[src/rtl/sample_dma_pkg.sv]
// Shared definitions for the sample FIFO to SDRAM drain: register offsets,
// CTRL bit positions and FSM state encodings.
package sample_dma_pkg;

   localparam logic [1:0] REG_CTRL  = 2'd0;
   localparam logic [1:0] REG_BASE  = 2'd1;
   localparam logic [1:0] REG_LIMIT = 2'd2;
   localparam logic [1:0] REG_WPTR  = 2'd3;

   localparam int CTRL_ENABLE   = 0;
   localparam int CTRL_CIRCULAR = 1;
   localparam int CTRL_CLEAR    = 2;
   localparam int CTRL_BUSY     = 8;
   localparam int CTRL_FULL     = 9;
   localparam int CTRL_WRAP     = 10;

   typedef enum logic [2:0] {
      ST_IDLE  = 3'd0,
      ST_POP   = 3'd1,
      ST_LATCH = 3'd2,
      ST_WRITE = 3'd3,
      ST_FULL  = 3'd4
   } dma_state_t;

endpackage

[src/rtl/sample_dma.sv]
// Drains 16-bit sample words from the sample FIFO into an SDRAM ring or
// one-shot buffer, one word per POP/LATCH/WRITE pass.
module sample_dma
   import sample_dma_pkg::*;
#(
   parameter int AW = 24,
   parameter int DW = 16
) (
   input  logic          clk_48,
   input  logic          irst,
   input  logic          fifo_empty,
   output logic          fifo_rd,
   input  logic [DW-1:0] fifo_data,
   output logic [AW-1:0] awaddr,
   output logic [DW-1:0] wdata,
   output logic          wvalid,
   input  logic          wready,
   input  logic [1:0]    reg_addr,
   input  logic [31:0]   reg_wdata,
   input  logic          reg_wr,
   output logic [31:0]   reg_rdata,
   output logic          irq_full
);

   dma_state_t    state;
   logic          enable;
   logic          circular;
   logic          full_flag;
   logic          wrap_flag;
   logic [AW-1:0] base;
   logic [AW-1:0] limit;
   logic [AW-1:0] wptr;
   logic [AW-1:0] wptr_inc;
   logic          cfg_open;
   logic          ctrl_wr;
   logic          clear_req;
   logic          unused_wdata_bits;

   assign wptr_inc  = wptr + AW'(1);
   assign cfg_open  = !enable && (state == ST_IDLE);
   assign ctrl_wr   = reg_wr && (reg_addr == REG_CTRL);
   assign clear_req = ctrl_wr && reg_wdata[CTRL_CLEAR];
   assign irq_full  = full_flag | wrap_flag;
   assign unused_wdata_bits = ^reg_wdata[31:AW];

   // Register file, pointer unit and FSM share one process so that a beat
   // setting WRAP/FULL overrides a same-cycle CTRL clear (later assignment wins).
   always_ff @(posedge clk_48 or posedge irst) begin
      if (irst) begin
         state     <= ST_IDLE;
         enable    <= 1'b0;
         circular  <= 1'b0;
         full_flag <= 1'b0;
         wrap_flag <= 1'b0;
         base      <= '0;
         limit     <= '0;
         wptr      <= '0;
         awaddr    <= '0;
         wdata     <= '0;
         wvalid    <= 1'b0;
         fifo_rd   <= 1'b0;
      end else begin
         fifo_rd <= 1'b0;

         if (ctrl_wr) begin
            enable   <= reg_wdata[CTRL_ENABLE];
            circular <= reg_wdata[CTRL_CIRCULAR];
            if (reg_wdata[CTRL_CLEAR]) begin
               wrap_flag <= 1'b0;
               full_flag <= 1'b0;
            end
         end

         if (reg_wr && cfg_open) begin
            case (reg_addr)
               REG_BASE:  base  <= reg_wdata[AW-1:0];
               REG_LIMIT: limit <= reg_wdata[AW-1:0];
               REG_WPTR:  wptr  <= reg_wdata[AW-1:0];
               default:   ;
            endcase
         end

         case (state)
            ST_IDLE: begin
               if (enable && !full_flag && !fifo_empty) begin
                  fifo_rd <= 1'b1;
                  state   <= ST_POP;
               end
            end
            ST_POP: begin
               state <= ST_LATCH;
            end
            ST_LATCH: begin
               wdata  <= fifo_data;
               awaddr <= wptr;
               wvalid <= 1'b1;
               state  <= ST_WRITE;
            end
            ST_WRITE: begin
               if (wready) begin
                  wvalid <= 1'b0;
                  if (wptr_inc != limit) begin
                     wptr  <= wptr_inc;
                     state <= ST_IDLE;
                  end else if (circular) begin
                     wptr      <= base;
                     wrap_flag <= 1'b1;
                     state     <= ST_IDLE;
                  end else begin
                     wptr      <= limit;
                     full_flag <= 1'b1;
                     state     <= ST_FULL;
                  end
               end
            end
            ST_FULL: begin
               if (clear_req) begin
                  state <= ST_IDLE;
               end
            end
            default: begin
               state <= ST_IDLE;
            end
         endcase
      end
   end

   // Read mux is combinational on reg_addr so the CPU sees it in the same cycle.
   always_comb begin
      reg_rdata = '0;
      case (reg_addr)
         REG_CTRL: begin
            reg_rdata[CTRL_ENABLE]   = enable;
            reg_rdata[CTRL_CIRCULAR] = circular;
            reg_rdata[CTRL_BUSY]     = (state != ST_IDLE);
            reg_rdata[CTRL_FULL]     = full_flag;
            reg_rdata[CTRL_WRAP]     = wrap_flag;
         end
         REG_BASE:  reg_rdata[AW-1:0] = base;
         REG_LIMIT: reg_rdata[AW-1:0] = limit;
         REG_WPTR:  reg_rdata[AW-1:0] = wptr;
         default:   reg_rdata = '0;
      endcase
   end

endmodule

[config.mk]
export PLATFORM = sky130hd
export DESIGN_NAME = sample_dma
export DESIGN_NICKNAME = d
export VERILOG_FILES = /design/src/rtl/sample_dma_pkg.sv /design/src/rtl/sample_dma.sv
export SDC_FILE = /design/constraint.sdc
export NUM_CORES = 1
export LEC_CHECK = 0
export CELL_PAD_IN_SITES_DETAIL_PLACEMENT = 0
export CELL_PAD_IN_SITES_GLOBAL_PLACEMENT = 1
export CORE_MARGIN = 5
export CORE_UTILIZATION = 45
export CTS_CLUSTER_DIAMETER = 120
export DETAILED_ROUTE_END_ITERATION = 8
export HOLD_SLACK_MARGIN = 0.15
export PLACE_DENSITY = 0.93
export SYNTH_ARGS = -nofsm -noshare
export SYNTH_HDL_FRONTEND = slang
export SYNTH_SLANG_ARGS = --single-unit
[constraint.sdc]
create_clock -name clk_48 -period 6.8 [get_ports clk_48]
set_input_delay 1.36 -clock clk_48 [delete_from_list [all_inputs] [get_ports clk_48]]
set_output_delay 1.36 -clock clk_48 [all_outputs]
set_load 0.01 [all_outputs]
==> metrics.txt, run 1 <==
status completed; Post-CTS Hold Fix Bufs 0; hold slack 0.5026 ns; HPWL after DPL ~12,000 um; Die H between 100 and 150 um; full die area roughly 0.018 mm^2; initial DRC count approximately 380; drt pass-1 iters 5; area delta synth->final 26.41%; RSZ-0062 raised after global routing false; number of synthesized flops with an enable pin 0; CP Data Required Time 5.44 ns; Filler cells between 1,000 and 1,500; Hold Violations, Final 0; first-pass GRT wire length 29,630 um; Routability Congestion ~0.86; TNS Setup 0 ns; maximum clock frequency roughly 0.2 GHz; Power Dens Cells about 430 mW/mm^2; ys flop type dfrtp_1; Clk Latency, worst-skew pair approximately 0.42 ns; Final Instance Area between 0.008 and 0.009 mm^2; Slew headroom 7.466%; syn_area_per_cell between 10 and 15 um^2; total chip power 3.789 mW; Initial Util around 46%; placeable core region 0.01526 mm^2; mux contribution to synthesized area a little under a third; most frequent cells in the layout 155 x mux2_2, 121 x dfrtp_1, 113 x clkdlybuf4s50_1; vias 5,120; crit path kind input port to output port; DRT antenna net count 0; PostCTS Resize Cnt 0; CP max FO 12; Worst VDD drop 0.1844 mV; Cells after Synth roughly 600; worst hold-check path type register to register; dpl cell area about 0.0082 mm^2; commonest non-fill, non-tap cell in the layout mux2_2; DP Cell Count 885; Pleak 3.728 nW; Synth Area in Compound Gates approximately 6.6%; Synth Area in XOR/XNOR roughly 6.8%; adder-cell share of the synthesized area less than 1%; Clock Sinks between 100 and 150; Clock Tree Buf Depth 2; crit path capture type output port; Synth Area in Simple Gates 8.648%; DRC viols 0; main combinational cell family by area after synthesis multiplexers; Sequential Power Share about a third; diode count 0; CTS tree built; MaxCap Viol Count 0; synth unique cells 49; Tmin final roughly 5 ns; Total Routing Usage GR 20.84%; synth warn 0; Seq cells post-synth around 120; Setup Skew 0.008942 ns; Post-CTS Setup Repair Bufs 0; Post-synth ARST share 100.0%; routed len/inst 20.06 um; Worst Path Arrival 3.68 ns; internal power approximately 2.5 mW; layout cell share with drive strength beyond 1 between 20% and 30%; I/O Buffers approximately 110; # H-tree levels 4; number of global-route vias before repair about 5,500; Seq/Total Area, Yosys roughly 43%; FP Rows 45; Least-Margin Pin Slew ~1.4 ns; largest net degree at the start of global routing 76; Final Setup Violations 0; Tcrit/Tclk final about three quarters; total CTS buffers 17; synthesized area roughly 0.0070 mm^2; Gate power share between 30% and 40%; switching share of power between 30% and 40%; # IOs between 100 and 150; startpoint types input port; Layout Cells excl Fill approximately 900; GRT overflow 0; fin nets about 750; via-per-instance ratio 5.583; Clk pwr share 25.2%; Horiz. Die Dim approximately 130 um; final max-slew violation count 0; final wirelength between 15,000 and 20,000 um; Root Buffer Master clkbuf_16; initial antenna violation count 0; NetSw roughly 1.3 mW; Clock Pin Slew Worst Setup and Hold Paths about 0.05 ns
layout make-up:
cell class / count / area (um^2) / area share, %
multi-input cells: 424 / 3720 / 41.94
flip-flops and latches: 121 / 3028 / 34.14
repair buffers: 122 / 1199 / 13.51
clock buffers: 20 / 466.7 / 5.262
well taps: 211 / 264.0 / 2.976
clock inverters: 12 / 163.9 / 1.848
inverters: 7 / 28.78 / 0.3244
power by group through the flow:
| stage | Combinational [mW] | Sequential, mW | Clock, mW |
|---|---|---|---|
| floorplan | 1.04 | 1.22 | 0 |
| global placement | 1.46 | 1.30 | 0 |
| detailed placement | 1.50 | 1.33 | 0 |
| CTS | 1.52 | 1.32 | 0.968 |
| global route | 1.63 | 1.38 | 1.00 |
| finish | 1.51 | 1.33 | 0.953 |
Yosys cell counts, drive strengths merged (7+ instances only):
cell	n	area [um^2]
clkbuf	36	138.9
buf	18	136.4
nand2	37	138.9
mux2	155	1745
mux2i	26	260.3
nor2	7	26.28
nand4	7	58.81
a22o	19	166.4
dfrtp	121	3028
o21ai	35	175.2
xnor2	30	262.8
xor2	12	105.1
nor3	8	40.04
nand3	17	85.08
inv	7	26.28
logic make-up (layout without fill, tap and decap cells):
| family | after synthesis | count (layout) |
|---|---|---|
| flops | 121 | 121 |
| other cells | 1 | 8 |
| mux | 186 | 186 |
| fa+ha+maj | 1 | 1 |
| compound gates | 70 | 70 |
| simple gates | 112 | 112 |
| buf+inv | 61 | 161 |
| xor+xnor | 47 | 47 |
worst max-delay path, stage by stage:
cell,delay [ns]
clkdlybuf4s50_1,0.48
nor2b_1,0.70
buf_4,0.37
a22o_1,0.21
clkdlybuf4s50_1,0.55
worst paths after layout:
path	start	end	slack [ns]	cells after the start
max	reg_addr[0]	reg_rdata[12]	1.76	5
min	wdata[5]$_DFFE_PP0P_	wdata[5]$_DFFE_PP0P_	0.50	1
max reg2reg	wptr[0]$_DFF_PP0_	wptr[0]$_DFF_PP0_	2.66	9
min reg2reg	wdata[5]$_DFFE_PP0P_	wdata[5]$_DFFE_PP0P_	0.50	1
max in group asynchronous	irst	base[11]$_DFFE_PP0P_	4.08	3
min in group asynchronous	irst	wptr[17]$_DFF_PP0_	1.50	2
sequential cells by signal, summed over array words and instances (netlist names):
name       cells
wptr          24
limit         24
full_flag      1
wvalid         1
wdata         16
awaddr        24
base          24
wrap_flag      1
state          3
fifo_rd        1
circular       1
enable         1
metal layers:
layer,share of wire [%],GRT usage (%)
met5,0,0
met4,1.7,7.014
met3,4.3,4.247
met2,50,34.02
met1,44,27.81
per-stage QoR:
step	setup slack, ns	utilization, %
4_1_cts	1.753	58.13
3_5_place_dp	1.778	54.00
6_report	1.761	58.13
5_1_grt	1.634	58.13
3_3_place_gp	1.728	54.00
2_1_floorplan	2.226	-
Power figures use the tool's default switching activity.
==> run 2, diff against run 1 <==
CORE_UTILIZATION = 38   (was 45)
PLACE_DENSITY = 0.84   (was 0.93)
clock period = 4.6 ns   (was 6.8 ns; I/O delays follow)
==> metrics.txt, run 2 (synthesized netlist as in run 1, its figures left out) <==
status completed; full die area 0.02128 mm^2 (+17%); FP Rows 49 (+8.9%); placeable core region 0.01809 mm^2 (+19%); Routability Congestion 0.8816 (+3.0%); via-per-instance ratio 5.380 (-3.6%); DP Cell Count 911 (+2.9%); CTS tree built; Power Dens Cells 625.1 mW/mm^2 (+46%); Total Routing Usage GR 17.68% (-3.2 points); first-pass GRT wire length 30,080 um (+1.5%); Horiz. Die Dim 145.9 um (+8.2%); crit path kind input port to output port; Post-CTS Setup Repair Bufs 0 (unchanged); Slew headroom 55.17% (+48 points); Clock Pin Slew Worst Setup and Hold Paths 0.06 ns (about the same); area delta synth->final 27.71%; PostCTS Resize Cnt 0 (unchanged); startpoint types input port; Final Instance Area 0.008961 mm^2 (+1.0%); worst slack at placement 0.6358 ns (-1.143 ns); fin nets 757 (+1.1%); top routing layer in use met4; I/O Buffers 113 (unchanged); RR Startpoint wptr[0]$_DFF_PP0_; DRT antenna net count 0 (unchanged); Clock Sinks 121 (unchanged); final max-slew violation count 0 (unchanged); Tmin final slightly below 4 ns; TNS Setup 0 ns (unchanged); Least-Margin Pin Slew 0.6705 ns (-0.7141 ns); most frequent cells in the layout 155 x mux2_2, 121 x dfrtp_1, 113 x clkdlybuf4s50_1; routed wl met2 9136 um (+0.24%); initial antenna violation count 0 (unchanged); total CTS buffers 17 (unchanged); Die H 145.9 um (+8.2%); HPWL after DPL 13,040 um (+6.5%); Layout Cells excl Fill 943 (+2.8%); r2r setup slk 0.77 ns (-1.89 ns); crit path capture type output port; dpl cell area 0.008333 mm^2 (+1.1%); Worst VDD drop 0.3112 mV (+69%); number of global-route vias before repair 5,459 (+0.13%); initial DRC count 312 (-17%); worst hold-check path type register to register; # H-tree levels 4 (unchanged); reg2reg end wptr[17]$_DFF_PP0_; largest net degree at the start of global routing 75 (-1.3%); vias 5,073 (-0.92%); hold slack 0.4870 ns (-0.01562 ns); Tcrit/Tclk final a little under nine tenths; Worst Hold End wvalid$_DFFE_PP0P_; Final WS setup 0.6389 ns (-1.122 ns); Clock Tree Buf Depth 2 (unchanged); Reg2Reg Depth 10 (+1); drt pass-1 iters 5 (unchanged); worst hold path cell count 1 (unchanged); Initial Util 38.80% (-7.2 points); met3 wire len 978 um (+23%); Pleak 3.776 nW (+1.3%); diode count 0 (unchanged); # IOs 130 (unchanged); Worst Path Arrival 3.04 ns (-0.64 ns); CP Data Required Time 3.68 ns (-1.76 ns); Filler cells 1,566 (+26%); MaxCap Viol Count 0 (unchanged); CP max FO 20 (+8); Clk Latency, worst-skew pair 0.42 ns (about the same); layout cell share with drive strength beyond 1 30.39% (+0.65 points); Root Buffer Master clkbuf_16; final wirelength 18,770 um (+2.0%); DRC viols 0 (unchanged); GRT overflow 0 (unchanged); routed len/inst 19.90 um (-0.76%); RSZ-0062 raised after global routing false; Hold Violations, Final 0 (unchanged); commonest non-fill, non-tap cell in the layout mux2_2; Final Setup Violations 0 (unchanged); Setup Skew 0.01014 ns (+0.001200 ns); worst hold start wvalid$_DFFE_PP0P_; Post-CTS Hold Fix Bufs 0 (unchanged); WL met1 8452 um (+3.5%); maximum clock frequency ~0.25 GHz
run 2: cell count changes in the layout (fill, tap and decap cells not counted), sizes merged:
cell and change:
buf +8, clkinv +2, inv -2, bufinv +1
clkbuf -1
run 2: per-layer routing:
layer	track usage, %	vias up
met4	4.606	0
met2	29.26	132
met3	4.640	20
met1	23.10	2559
met5	0	-
li1	-	2362
run 2: stage by stage:
| step | utilization (%) | power [mW] |
|---|---|---|
| detailed placement | 46.07 | 4.205 |
| finish | 49.55 | 5.602 |
| floorplan | - | 3.344 |
| global placement | 46.07 | 4.118 |
| CTS | 49.55 | 5.652 |
| global route | 49.55 | 5.932 |
run 2: worst max-delay path: stages:
cell and delay, ns:
clkdlybuf4s50_1 0.51, buf_4 0.32, nor2b_1 0.17, buf_4 0.32
a22o_1 0.24, clkdlybuf4s50_1 0.55
run 2: layout make-up:
cell class,count,area [um^2],share of cell area (%)
clock buffer,19,452.9,5.054
clock inverter,13,175.2,1.955
sequential,121,3028,33.79
multi-input combinational,424,3719,41.50
inverter,7,28.78,0.3211
timing repair buffer,130,1271,14.19
tap,229,286.5,3.197
run 2: how the worst max path moves through the flow:
stage	startpoint	to	cells past startpoint
finish	reg_addr[0]	reg_rdata[11]	6
floorplan	irst	awaddr[0]$_DFFE_PP0P_	1
global route	reg_addr[0]	reg_rdata[11]	6
CTS	reg_addr[0]	reg_rdata[17]	6
global placement	reg_addr[0]	reg_rdata[17]	6
detailed placement	reg_addr[0]	reg_rdata[17]	6
run 2: report_power, final:
group	internal, mW	switching (mW)
sequential	1.48	0.484
clock	0.928	0.486
combinational	1.34	0.881
==> variant 1: new RTL, settings of run 1 <==
Change the parameter `DW` from 16 to 12.
--- a/src/rtl/sample_dma.sv
+++ b/src/rtl/sample_dma.sv
@@ -4,7 +4,7 @@
    import sample_dma_pkg::*;
 #(
    parameter int AW = 24,
-   parameter int DW = 16
+   parameter int DW = 12
 ) (
    input  logic          clk_48,
    input  logic          irst,
Interface: changed (resized fifo_data and wdata); port bits go from 130 to 122. The function was not compared with the original's and may differ.
==> variant 1 against run 1 <==
  * Sequential cell count decreased by 4
  * Wire length rose by 6.8%
  * Setup slack got worse by 0.047 ns
  * Synthesized area up 0.37%
  * Final area fell by 1.0%
  * First-iteration DRC count up 24%
  * Total power grew 2.4%
  * Combinational power up 9%
  * Register-to-register slack got worse by 0.08 ns
==> variant 1: results (changes against run 1) <==
[outcome]
status=finished, final reports clean

[setup_path]
crit_start=reg_addr[0]
worst_r2r_endpoint=wptr[15]
reg2reg_depth=9  ; unchanged
reg2reg_from=wptr[0]
slowest_delay_ns=0.71
crit_path_end=reg_rdata[6]
reg2reg_slack_ns=2.58  ; -0.08 ns

[sta]
timing.final.crit_period_ns=5.09  ; +0.0471 ns
holdWs_ns=0.503  ; +0.0000170 ns
tightest_slew_ns=1.16  ; -0.229 ns
skew_ns=0.00600  ; -0.00294 ns

[grt]
grt.total_usage_pct=22.1  ; +1.3 points
grt_max_degree=63  ; -17%
grt_pass1_vias=6008  ; +10%
grt_pass1_wl_um=32000  ; +7.9%
met2_usage_pct=36.3  ; +2.3 points
use_met1_pct=29.3  ; +1.5 points
grt.met3_usage_pct=5.44  ; +1.2 points

[power_and_ir_drop]
p_comb_share_pct=42.3  ; +2.5 points
power_switching_mw=1.42  ; +11%
seq_power_share_pct=34.4  ; -0.7 points
p_leak_nw=3.70  ; -0.84%
peakVddDrop_uv=213  ; +15%
pg_comb_mw=1.64  ; +9%

[yosys]
yosys_warnings=0  ; unchanged
synth-compound-area-share_pct=12.9  ; +6.3 points
synth_mux_area_share_pct=21.6  ; -8.6 points
ys_seq_area_share_pct=41.6  ; -1.6 points
syn_area_per_cell_um2=11.0  ; -6.5%
synth_common_cells=dfrtp_1 (117), mux2_2 (104), clkbuf_1 (40)
yosys.area_share.xor_xnor_pct=5.19  ; -1.7 points
yosysUniqueCellTypes=57  ; +16%
synth_adder_area_share_pct=0.178  ; -0.00067 points
synth_area_leaders=dfrtp_1 (42%), mux2_2 (17%), mux2i_1 (3.4%), xnor2_1 (3.0%), a211oi_1 (2.6%)

[place]
place_area_um2=8170  ; -0.82%
dp.cells=909  ; +2.7%
portBuffers=105  ; -7.1%
dp_hpwl_um=13200  ; +7.7%
gp_congestion=0.868  ; +1.4%

[finish]
fin_nets=769  ; +2.7%
final_layout_size_suffix_gt1_share_pct=23.0  ; -6.7 points
final_cell_count_no_fill=941  ; +2.6%

[route]
drtPass1Iterations=5  ; unchanged
drt-met1-wl_um=8790  ; +7.7%
wl_met3_um=1250  ; +58%
dr.max_layer_used=met4
wl_met2_um=9340  ; +2.4%
drt_iter0_markers=468  ; +24%
via_count=5548  ; +8.4%
wl_per_cell_um=20.9  ; +4.1%

[clocking]
clockBufferDepth=2  ; unchanged
clk_latency_ns=0.41

variant 1: how the worst min path moves through the flow:
stage	startpoint	to
2_1_floorplan	wrap_flag	wrap_flag
3_3_place_gp	wvalid	wvalid
3_5_place_dp	awaddr[7]	awaddr[7]
4_1_cts	awaddr[7]	awaddr[7]
5_1_grt	wdata[8]	wdata[8]
6_report	wdata[8]	wdata[8]
variant 1: logic make-up after synthesis:
| logic type | after synthesis |
|---|---|
| and+or+nand+nor | 173 |
| other | 1 |
| adders and majority gates | 1 |
| DFF | 117 |
| xor gates and xnor gates | 37 |
| AOI/OAI and AO/OA | 105 |
| buffers and inverters | 76 |
| muxes | 133 |
variant 1: layout make-up:
type	instances	area [um^2]
fillers	1281	6480
multi-input cells	457	3810
clock buffers	24	512
flip-flops and latches	117	2930
repair buffers	117	1140
inverters	7	28.8
well taps	211	264
clock inverters	8	95.1
==> variant 2: new RTL, flow settings as in run 1 <==
Made on the original files. Make the reset (`irst`) synchronous in one clocked block.
--- a/src/rtl/sample_dma.sv
+++ b/src/rtl/sample_dma.sv
@@ -45,7 +45,7 @@
 
    // Register file, pointer unit and FSM share one process so that a beat
    // setting WRAP/FULL overrides a same-cycle CTRL clear (later assignment wins).
-   always_ff @(posedge clk_48 or posedge irst) begin
+   always_ff @(posedge clk_48) begin
       if (irst) begin
          state     <= ST_IDLE;
          enable    <= 1'b0;
Formal check against the unedited RTL: differs if irst is asserted again (counterexample within 4 cycles, from zero or initial values and one cycle with irst high); with irst held inactive, the same outputs for 4 cycles.
==> variant 2 against run 1 <==
  * Wire length increased by 13%
  * Synthesized area decreased by 2.0%
  * Hold slack got worse by 0.052 ns
  * Sequential share of layout area decreased by 6.0 points
  * Clock skew about the same
  * Non-clock buffer count increased by 5
  * Sequential cell count unchanged
  * Final area decreased by 3.0%
  * Setup slack got worse by 0.25 ns
Power is not compared: it rests on default switching activity, and its combinational part moved more than twofold at a synthesized area within 25%.
==> variant 2: results (changes against run 1) <==
[setup_path]
worst_r2r_endpoint=state[2]
critPathArrivalTime_ns=3.93  ; +0.25 ns
reg2reg_from=wptr[5]

[route]
wl_per_cell_um=18.3  ; -8.9%
wl_met3_um=1330  ; +68%
drt_iter0_markers=657  ; +74%
wl_met2_um=9310  ; +2.1%
vias_per_cell=5.79  ; +3.6%
drt_wl_total_um=20700  ; +13%
drt-met1-wl_um=9700  ; +19%

[finish]
nFillCells=1438  ; +16%

[yosys]
async_flop_share_pct=0  ; -100 points
yosysUniqueCellTypes=70  ; +43%
synth_mux_area_share_pct=9.04  ; -21 points
yosys.area_share.xor_xnor_pct=5.51  ; -1.3 points
syn_area_per_cell_um2=7.90  ; -33%
synth_adder_area_share_pct=0.182  ; +0.0037 points
ys_seq_area_share_pct=35.2  ; -7.9 points
synth_area_leaders=dfxtp_1 (35%), nand2_1 (13%), a21oi_1 (6.8%), mux2_2 (6.4%), clkbuf_1 (3.3%)

[grt]
grt_pass1_wl_um=32800  ; +11%
grt_pass1_vias=6052  ; +11%
use_met1_pct=31.6  ; +3.8 points
grt_max_degree=72  ; -5.3%
grt.total_usage_pct=22.8  ; +2.0 points
met2_usage_pct=35.2  ; +1.2 points
grt.met3_usage_pct=5.02  ; +0.78 points

[worst_hold_path]
whs_path_depth=2  ; +1
hp-start=awaddr[8]

[place]
dp.cells=1101  ; +24%
place_area_um2=7960  ; -3.4%

[outcome]
status=finished, final reports clean

[sta]
skew_ns=0.00886  ; -0.0000811 ns
max_slew_margin_pct=22.8  ; +15 points
holdWs_ns=0.451  ; -0.0518 ns

variant 2: cell count changes in the layout (fill, tap and decap cells not counted), sizes merged, moves of 6 or more:
| cell | delta |
|---|---|
| a21oi | +91 |
| o21ai | -27 |
| nand2 | +203 |
| nand3 | +18 |
| a31oi | +24 |
| buf | +6 |
| mux2 | -116 |
| o311a | +22 |
| nor2 | +21 |
| dfxtp | +121 |
| mux2i | -19 |
| dfrtp | -121 |
variant 2: final cells by class:
| class | instances | area (um^2) | area share [%] |
|---|---|---|---|
| sequential | 121 | 2420 | 28.2 |
| inverter | 7 | 26.3 | 0.305 |
| multi-input combinational | 658 | 4040 | 47.0 |
| tap | 188 | 235 | 2.73 |
| clock buffer | 21 | 450 | 5.24 |
| timing repair buffer | 127 | 1230 | 14.3 |
| clock inverter | 11 | 195 | 2.27 |
